File: config.mk
export PLATFORM = sky130hd
export DESIGN_NAME = csi_capture_controller
export DESIGN_NICKNAME = d
export VERILOG_FILES = /design/src/rtl/csi_capture_controller.sv
export SDC_FILE = /design/constraint.sdc
export NUM_CORES = 1
export LEC_CHECK = 0
export BUFFER_PORTS_ARGS = -buffer_cell sky130_fd_sc_hd__buf_2
export CORE_MARGIN = 1
export CORE_UTILIZATION = 50
export CTS_BUF_LIST = sky130_fd_sc_hd__clkbuf_8
export DETAILED_ROUTE_END_ITERATION = 6
export MAX_ROUTING_LAYER = met4
export PLACE_DENSITY = 0.75
export REMOVE_ABC_BUFFERS = 1
export SYNTH_ARGS = -nofsm -noshare
export SYNTH_HDL_FRONTEND = slang
export SYNTH_SLANG_ARGS = --single-unit
File: constraint.sdc
create_clock -name clock_p -period 9.8 [get_ports clock_p]
set_clock_uncertainty 0.2 [all_clocks]
set_input_delay 2.45 -clock clock_p [delete_from_list [all_inputs] [get_ports clock_p]]
set_output_delay 2.45 -clock clock_p [all_outputs]
set_load 0.05 [all_outputs]
File: src/rtl/csi_capture_controller.sv
// Frame capture sequencer for a CSI-2 packet receiver: arms on request, gates one VC's video words out.
// Latency 1 cycle from payload word to out_valid; no backpressure, the receiver stream cannot be stalled.
module csi_capture_controller #(
   parameter logic [1:0] VC        = 2'b00,
   parameter logic [5:0] VIDEO_DT  = 6'h2B,
   parameter int         LINE_W    = 12,
   parameter int         TIMEOUT_W = 20
) (
   input  logic              clock_p,
   input  logic              reset,
   input  logic              arm,
   input  logic              abort,
   input  logic              continuous,
   input  logic [7:0]        frames_requested,
   input  logic [LINE_W-1:0] expected_lines,
   input  logic              interrupt,
   input  logic              image_data_enable,
   input  logic [5:0]        image_data_type,
   input  logic [1:0]        virtual_channel,
   input  logic [15:0]       word_count,
   input  logic [31:0]       image_data,
   output logic [31:0]       out_data,
   output logic              out_valid,
   output logic              out_sof,
   output logic              out_eol,
   output logic              busy,
   output logic              done,
   output logic [LINE_W-1:0] line_count,
   output logic [7:0]        frame_count,
   output logic              err_line_length,
   output logic              err_line_count,
   output logic              err_timeout
);

   typedef enum logic [1:0] {
      S_IDLE  = 2'd0,
      S_ARMED = 2'd1,
      S_FRAME = 2'd2
   } state_t;

   state_t              state;
   logic                cont_r;
   logic [7:0]          frames_req_r;
   logic [LINE_W-1:0]   exp_lines_r;
   logic [13:0]         word_ctr;
   logic [13:0]         target_r;
   logic                sof_pending;
   logic [TIMEOUT_W-1:0] tmo_ctr;

   logic                vc_hit;
   logic                sp;
   logic                ev_fs;
   logic                ev_fe;
   logic                ev_pw;
   logic [13:0]         wc_words;
   logic [13:0]         cur_target;
   logic                line_end;
   logic                len_bad;
   logic                cnt_bad;
   logic                last_frame;
   logic                tmo_hit;
   logic [7:0]          frame_inc;
   logic [LINE_W-1:0]   line_inc;

   assign vc_hit = (virtual_channel == VC);
   assign sp     = interrupt & ~image_data_enable & vc_hit;
   assign ev_fs  = sp & (image_data_type == 6'h00);
   assign ev_fe  = sp & (image_data_type == 6'h01);
   assign ev_pw  = image_data_enable & vc_hit & (image_data_type == VIDEO_DT);

   // The line length is taken from the packet header seen with the first word of each line.
   assign wc_words   = word_count[15:2];
   assign cur_target = (word_ctr == 14'd0) ? ((wc_words == 14'd0) ? 14'd1 : wc_words) : target_r;
   assign line_end   = ((word_ctr + 14'd1) == cur_target);

   assign len_bad    = (word_ctr != 14'd0);
   assign cnt_bad    = (line_count != exp_lines_r);
   assign last_frame = !cont_r && (({1'b0, frame_count} + 9'd1) >= {1'b0, frames_req_r});
   assign tmo_hit    = &tmo_ctr;

   // Counters saturate so a long continuous run never wraps back to small values.
   assign frame_inc = (frame_count == 8'hFF) ? frame_count : frame_count + 8'd1;
   assign line_inc  = (&line_count) ? line_count : line_count + {{(LINE_W-1){1'b0}}, 1'b1};

   assign busy = (state != S_IDLE);

   always_ff @(posedge clock_p) begin
      if (reset) begin
         state           <= S_IDLE;
         cont_r          <= 1'b0;
         frames_req_r    <= 8'd0;
         exp_lines_r     <= '0;
         word_ctr        <= 14'd0;
         target_r        <= 14'd0;
         sof_pending     <= 1'b0;
         tmo_ctr         <= '0;
         out_data        <= 32'd0;
         out_valid       <= 1'b0;
         out_sof         <= 1'b0;
         out_eol         <= 1'b0;
         done            <= 1'b0;
         line_count      <= '0;
         frame_count     <= 8'd0;
         err_line_length <= 1'b0;
         err_line_count  <= 1'b0;
         err_timeout     <= 1'b0;
      end else begin
         out_data  <= 32'd0;
         out_valid <= 1'b0;
         out_sof   <= 1'b0;
         out_eol   <= 1'b0;
         done      <= 1'b0;

         if (state == S_IDLE || ev_fs || ev_fe || ev_pw) begin
            tmo_ctr <= '0;
         end else begin
            tmo_ctr <= tmo_ctr + {{(TIMEOUT_W-1){1'b0}}, 1'b1};
         end

         if (state != S_IDLE && abort) begin
            state <= S_IDLE;
            done  <= 1'b1;
         end else if (state != S_IDLE && tmo_hit) begin
            state       <= S_IDLE;
            done        <= 1'b1;
            err_timeout <= 1'b1;
         end else begin
            case (state)
               S_IDLE: begin
                  if (arm) begin
                     state           <= S_ARMED;
                     cont_r          <= continuous;
                     frames_req_r    <= (frames_requested == 8'd0) ? 8'd1 : frames_requested;
                     exp_lines_r     <= expected_lines;
                     word_ctr        <= 14'd0;
                     target_r        <= 14'd0;
                     sof_pending     <= 1'b0;
                     line_count      <= '0;
                     frame_count     <= 8'd0;
                     err_line_length <= 1'b0;
                     err_line_count  <= 1'b0;
                     err_timeout     <= 1'b0;
                  end
               end

               S_ARMED: begin
                  if (ev_fs) begin
                     state       <= S_FRAME;
                     sof_pending <= 1'b1;
                     word_ctr    <= 14'd0;
                     line_count  <= '0;
                  end
               end

               S_FRAME: begin
                  if (ev_pw) begin
                     target_r    <= cur_target;
                     out_valid   <= 1'b1;
                     out_data    <= image_data;
                     out_sof     <= sof_pending;
                     sof_pending <= 1'b0;
                     if (line_end) begin
                        out_eol    <= 1'b1;
                        word_ctr   <= 14'd0;
                        line_count <= line_inc;
                     end else begin
                        word_ctr <= word_ctr + 14'd1;
                     end
                  end else if (ev_fs || ev_fe) begin
                     // A Frame Start inside a frame closes the current frame, then opens the next.
                     if (len_bad) err_line_length <= 1'b1;
                     if (cnt_bad) err_line_count  <= 1'b1;
                     frame_count <= frame_inc;
                     word_ctr    <= 14'd0;
                     if (last_frame) begin
                        state <= S_IDLE;
                        done  <= 1'b1;
                     end else if (ev_fs) begin
                        line_count  <= '0;
                        sof_pending <= 1'b1;
                     end else begin
                        state <= S_ARMED;
                     end
                  end
               end

               default: state <= S_IDLE;
            endcase
         end
      end
   end

endmodule

==> results of run 1 <==
-- per-layer routing --
metal,wire length [µm],up-vias
li1,-,2907
met1,6920,2598
met2,6840,215
met3,1060,23
met4,215,0
met5,0,-
-- where the power goes --
part | internal, µW | leakage [µW] | switching (µW)
clock | 267 | 0.000219 | 231
combinational | 87.1 | 0.00192 | 191
sequential | 552 | 0.00106 | 13.0
-- cell usage after synthesis, types with 2 or more instances --
| library cell | number | area share (%) |
|---|---|---|
| dfxtp_1 | 131 | 41 |
| nor2_1 | 83 | 4.9 |
| nand2_1 | 82 | 4.8 |
| a21oi_1 | 60 | 4.7 |
| and2_1 | 42 | 4.1 |
| xnor2_1 | 40 | 5.5 |
| nand3_1 | 32 | 2.5 |
| o21ai_0 | 31 | 2.4 |
| clkbuf_1 | 29 | 1.7 |
| inv_1 | 25 | 1.5 |
| xor2_1 | 20 | 2.7 |
| nor4_1 | 18 | 1.8 |
| a22oi_1 | 17 | 2.0 |
| ha_1 | 17 | 3.3 |
| nor3_1 | 16 | 1.3 |
| nand4_1 | 15 | 1.5 |
| mux2i_1 | 14 | 2.2 |
| nand2b_1 | 10 | 0.98 |
| a21o_1 | 7 | 0.82 |
| or3_1 | 6 | 0.59 |
| and3_1 | 4 | 0.39 |
| and4_1 | 4 | 0.55 |
| o31ai_1 | 4 | 0.47 |
| nand3b_1 | 3 | 0.35 |
| nand4b_1 | 3 | 0.41 |
| nor2b_1 | 3 | 0.29 |
| o21a_1 | 3 | 0.35 |
| o311ai_0 | 3 | 0.41 |
| or2_2 | 3 | 0.29 |
| a31oi_1 | 2 | 0.20 |
| buf_2 | 2 | 0.16 |
| buf_6 | 2 | 0.35 |
| o211ai_1 | 2 | 0.24 |
| o41ai_2 | 2 | 0.51 |
| or4_4 | 2 | 0.35 |
| or4b_1 | 2 | 0.31 |
-- logic make-up (layout without fill, tap and decap cells) --
logic type | after synthesis | count (layout) | share of synthesized area [%]
AO/OA/AOI/OAI | 147 | 147 | 14.4
XOR/XNOR | 60 | 60 | 8.24
adder cells (fa/ha/maj) | 17 | 17 | 3.33
buffers and inverters | 63 | 203 | 4.31
flip-flops | 131 | 131 | 41.1
multiplexers | 14 | 14 | 2.20
AND/OR/NAND/NOR | 334 | 334 | 26.4
-- registers in the layout, summed over array words and instances (netlist names) --
name / flops
out_eol: 1
err_timeout: 1
sof_pending: 1
line_count: 12
done: 1
out_data: 32
cont_r: 1
out_sof: 1
out_valid: 1
state: 2
target_r: 14
frames_req_r: 8
err_line_length: 1
tmo_ctr: 20
err_line_count: 1
word_ctr: 14
frame_count: 8
exp_lines_r: 12
-- tightest hold or removal path, stage by stage (launching register included) --
cell,delay (ns)
dfxtp_1,0.31
nand2_1,0.05
a21oi_1,0.06
-- area by class of cell --
class | count | area (µm²)
Fill cell | 1142 | 4620
Clock inverter | 14 | 190
Tap cell | 168 | 210
Inverter | 26 | 97.6
Timing Repair Buffer | 145 | 738
Sequential cell | 131 | 2620
Clock buffer | 18 | 248
Multi-Input combinational cell | 572 | 3490
-- metrics by stage --
stage               instances  instance area, µm²
global placement         1042                7150
floorplan                 729                6200
detailed placement       1042                7150
CTS                      1074                7590
finish                   1074                7590
global route             1074                7590
-- how the worst max path moves through the flow --
stage	start	slack, ns	depth (start not counted)	to
final	virtual_channel[1]	4.55	10	word_ctr[5]
after global routing	virtual_channel[1]	4.29	10	word_ctr[5]
after CTS	virtual_channel[1]	4.60	10	word_ctr[5]
after detailed placement	virtual_channel[1]	4.14	10	word_ctr[5]
after global placement	virtual_channel[1]	4.16	10	word_ctr[5]
after floorplan	virtual_channel[1]	4.22	8	word_ctr[5]
==> metrics, run 1 <==
io pins=143; crit path launch type=primary input; Ys Warns=0; max-cap viol count=0; Max VDD drop=~0.00011 V; gpl congestion=0.846; final max-slew violation count=0; area growth from synthesis to layout=19.0%; Die Ht=around 110 µm; crit path max fanout=15; CTS tree=yes; final setup vio count=0; largest net degree at the start of global routing=70; r2r setup slk=5.67 ns; drt drc=0; Placeable Area=12200 µm²; Net count, final=993; Seq cells post-synth=131; Die W=115 µm; cells on worst reg2reg path=11; setup ws final=roughly 4.5 ns; global router's overall resource usage=24.7%; die footprint=~13000 µm²; GRT met3 Usage=5.27%; drt via density=5.35; hold slack=0.265 ns; mapped cell area=approximately 6400 µm²; Antenna diodes=0; clk sinks=131; status=completed; worst slew pin tran=~0.90 ns; layout cell share with drive strength beyond 1=20.9%; Pwr per Cell Area=177 nW/µm²; first drt pass iteration count=4; # rows=40; Leak=0.00320 µW; via count=5743; Final Power=1340 µW; H-tree levels=4; RSZ-0062 raised after global routing=false; post-detail-place hpwl=~11 mm; top_reg_cell synth=dfxtp_1; register area share after synthesis=about two fifths; CP endpoint kind=flip-flop; final wirelength=approximately 15 mm; I/O Buffers=between 100 and 150; pre-CTS setup slack=4.14 ns; met1 Use GR=30.8%; CP peak stage delay=0.63 ns; clock-pin slew on the worst setup and hold paths=0.08 ns; Final min period=5.25 ns; FF-to-FF Start=word_ctr[0]; Avg Cell Area, Syn=roughly 8.3 µm²; Crit-path slowest cell=a2111o_1; Fin. Hold Viols=0; fin crit share=a little over half; Hold Crit Start=frames_req_r[2]; number of global-route vias before repair=5342; worst path required time=9.97 ns; reg-to-reg endpoint=line_count[10]; Routed wire per std cell=approximately 14 µm; first-pass GRT wire length=25.0 mm; final core occ=between 60% and 70%; Crit Path Class=in -> reg; hold path endpoint=frames_req_r[2]; CP top delay family=simple AND/OR/NAND/NOR gates; worst hold path class=reg -> reg; Netlist cell types=63; GR peak layer=met2; grt met2 use=39.6%; CTS Buf Count=17; CTS resizes=0; relative slew slack=approximately two fifths; EDFF count, synth=0; cell count after synthesis=around 770; initial antenna violation count=0; Data arrival, critical path=between 5 and 6 ns; hold buffer count at cts=0; most common cell after layout, fill and taps aside=buf_2; critical path buffer and inverter count=2; fmax=190 MHz; Post-synth ARST share=0%; clk_lat worst skew=approximately 0.45 ns; grt ovf=0; # Post-CTS Setup Buffers=0; CTS root buf=clkbuf_8; Final ANT Viol Nets=0; CP cell instances=buf_2 -> nor4_1 -> nand3_1 -> or2_2 -> and2_1 -> a2111o_1 -> nor3_1 -> buf_4 -> or2b_1 -> a21oi_1; 1st-iter DRT viols=298; setup tns final=0 ns; Hold Path Stages=2; Starting Density=a little over half; clock buffer depth=2; most frequent cells in the layout=140 x buf_2, 131 x dfxtp_1, 82 x nand2_1, 82 x nor2_1, 60 x a21oi_1
Note: power is estimated with default switching activity, not from simulation.
==> run 2: changes to the inputs <==
Clock period 9.8 ns to 5.2 ns, I/O delays scaled along.
==> metrics, run 2 (synthesized netlist as in run 1, its figures left out) <==
Placeable Area=12200 µm²; CP endpoint kind=flip-flop; fin crit share=approximately 79%; grt ovf=0; I/O Buffers=140; most frequent cells in the layout=140 x buf_2, 131 x dfxtp_1, 82 x nand2_1, 82 x nor2_1, 60 x a21oi_1; max FFs per register=32; setup tns final=0 ns; Die W=115 µm; initial antenna violation count=0; final instance area=7570 µm²; most common cell after layout, fill and taps aside=buf_2; Data arrival, critical path=4.24 ns; final wirelength=14.9 mm; Net count, final=between 900 and 1000; clock-pin slew on the worst setup and hold paths=0.08 ns; largest net degree at the start of global routing=about 70; CTS resizes=0; CTS Buf Count=17; worst path required time=~5.3 ns; area growth from synthesis to layout=18.7%; CP cell instances=inv_1 -> ha_1 -> nor4b_2 -> and4_1 -> mux2i_1 -> xnor2_1 -> nand4_1 -> nor4_4 -> a21oi_2 -> o311ai_0 -> o21ai_0; hold buffer count at cts=0; Crit Path Class=reg -> reg; clock buffer depth=2; Fill cells=1120; layout cell share with drive strength beyond 1=21.1%; gpl congestion=0.862; final core occ=62.0%; Pwr per Cell Area=321 nW/µm²; first-pass GRT wire length=24.9 mm; Antenna diodes=0; final max-slew violation count=0; worst slew pin tran=between 0.8 and 0.9 ns; first drt pass iteration count=5; CP peak stage delay=0.79 ns; global router's overall resource usage=24.8%; RSZ-0062 raised after global routing=false; Largest regs=out_data: 32 flops, tmo_ctr: 20 flops; max-cap viol count=0; Top reg by flops=out_data; # rows=40; Leak=~0.0032 µW; Max VDD drop=0.000231 V; cells on worst reg2reg path=11; via count=5709; clk sinks=around 130; crit path max fanout=16; r2r setup slk=1.07 ns; clk_lat worst skew=0.45 ns; Fin. Hold Viols=0; CTS root buf=clkbuf_8; crit path launch type=flip-flop; 1st-iter DRT viols=403; Final ANT Viol Nets=0; Starting Density=52.3%; H-tree levels=4; die footprint=13200 µm²; DP Area=about 7000 µm²; status=completed; final setup vio count=0; fmax=about 240 MHz; Final min period=about 4.1 ns; number of global-route vias before repair=roughly 5300; Routed wire per std cell=~14 µm; drt drc=0; CTS tree=yes; # Post-CTS Setup Buffers=0; io pins=143; Die Ht=115 µm; post-detail-place hpwl=roughly 11 mm; Hold Path Stages=2; Crit-path slowest cell=and4_1; drt via density=between 5 and 6; worst hold path class=reg -> reg; relative slew slack=roughly 45%
## run 2: critical path: cells and delay by family, from the launching register on
family          cells  cell delay (ns)
compound gates      3             0.86
buf+inv             1             0.13
simple gates        4             1.80
flops               1             0.38
fa+ha+maj           1             0.17
mux                 1             0.31
xor+xnor            1             0.14
## run 2: routing by layer
layer	part of all wire, %	global-route usage, %
met2	45	39.0
met3	6.7	5.96
met1	46	30.7
met5	0	-
met4	1.8	9.78
## run 2: final timing paths
kind,from,to
worst max-delay path,word_ctr[0],line_count[9]
worst min-delay path,frames_req_r[1],frames_req_r[1]
worst max register to register,word_ctr[0],line_count[9]
worst min register to register,frames_req_r[1],frames_req_r[1]
## run 2: layout make-up
class | instances | area, µm² | area share, %
repair buffers | 148 | 761 | 10.0
flip-flops and latches | 131 | 2620 | 34.6
clock inverters | 12 | 120 | 1.59
clock buffers | 20 | 275 | 3.64
well taps | 168 | 210 | 2.78
multi-input cells | 572 | 3490 | 46.0
inverters | 26 | 97.6 | 1.29
## run 2: per-stage QoR
step           power (µW)  std cells  hold slack (ns)  setup WS (ns)
4_1_cts              2450       1077            0.262           1.09
6_report             2430       1077            0.262           1.07
5_1_grt              2570       1077            0.280          0.667
2_1_floorplan        1430        729            0.213          0.765
3_5_place_dp         1610       1045            0.250          0.673
3_3_place_gp         1610       1045            0.228          0.731
## run 2: report_power, final
group | total (µW) | switching (µW) | internal, µW
combinational | 529 | 357 | 173
clock | 839 | 414 | 424
sequential | 1070 | 25.2 | 1040
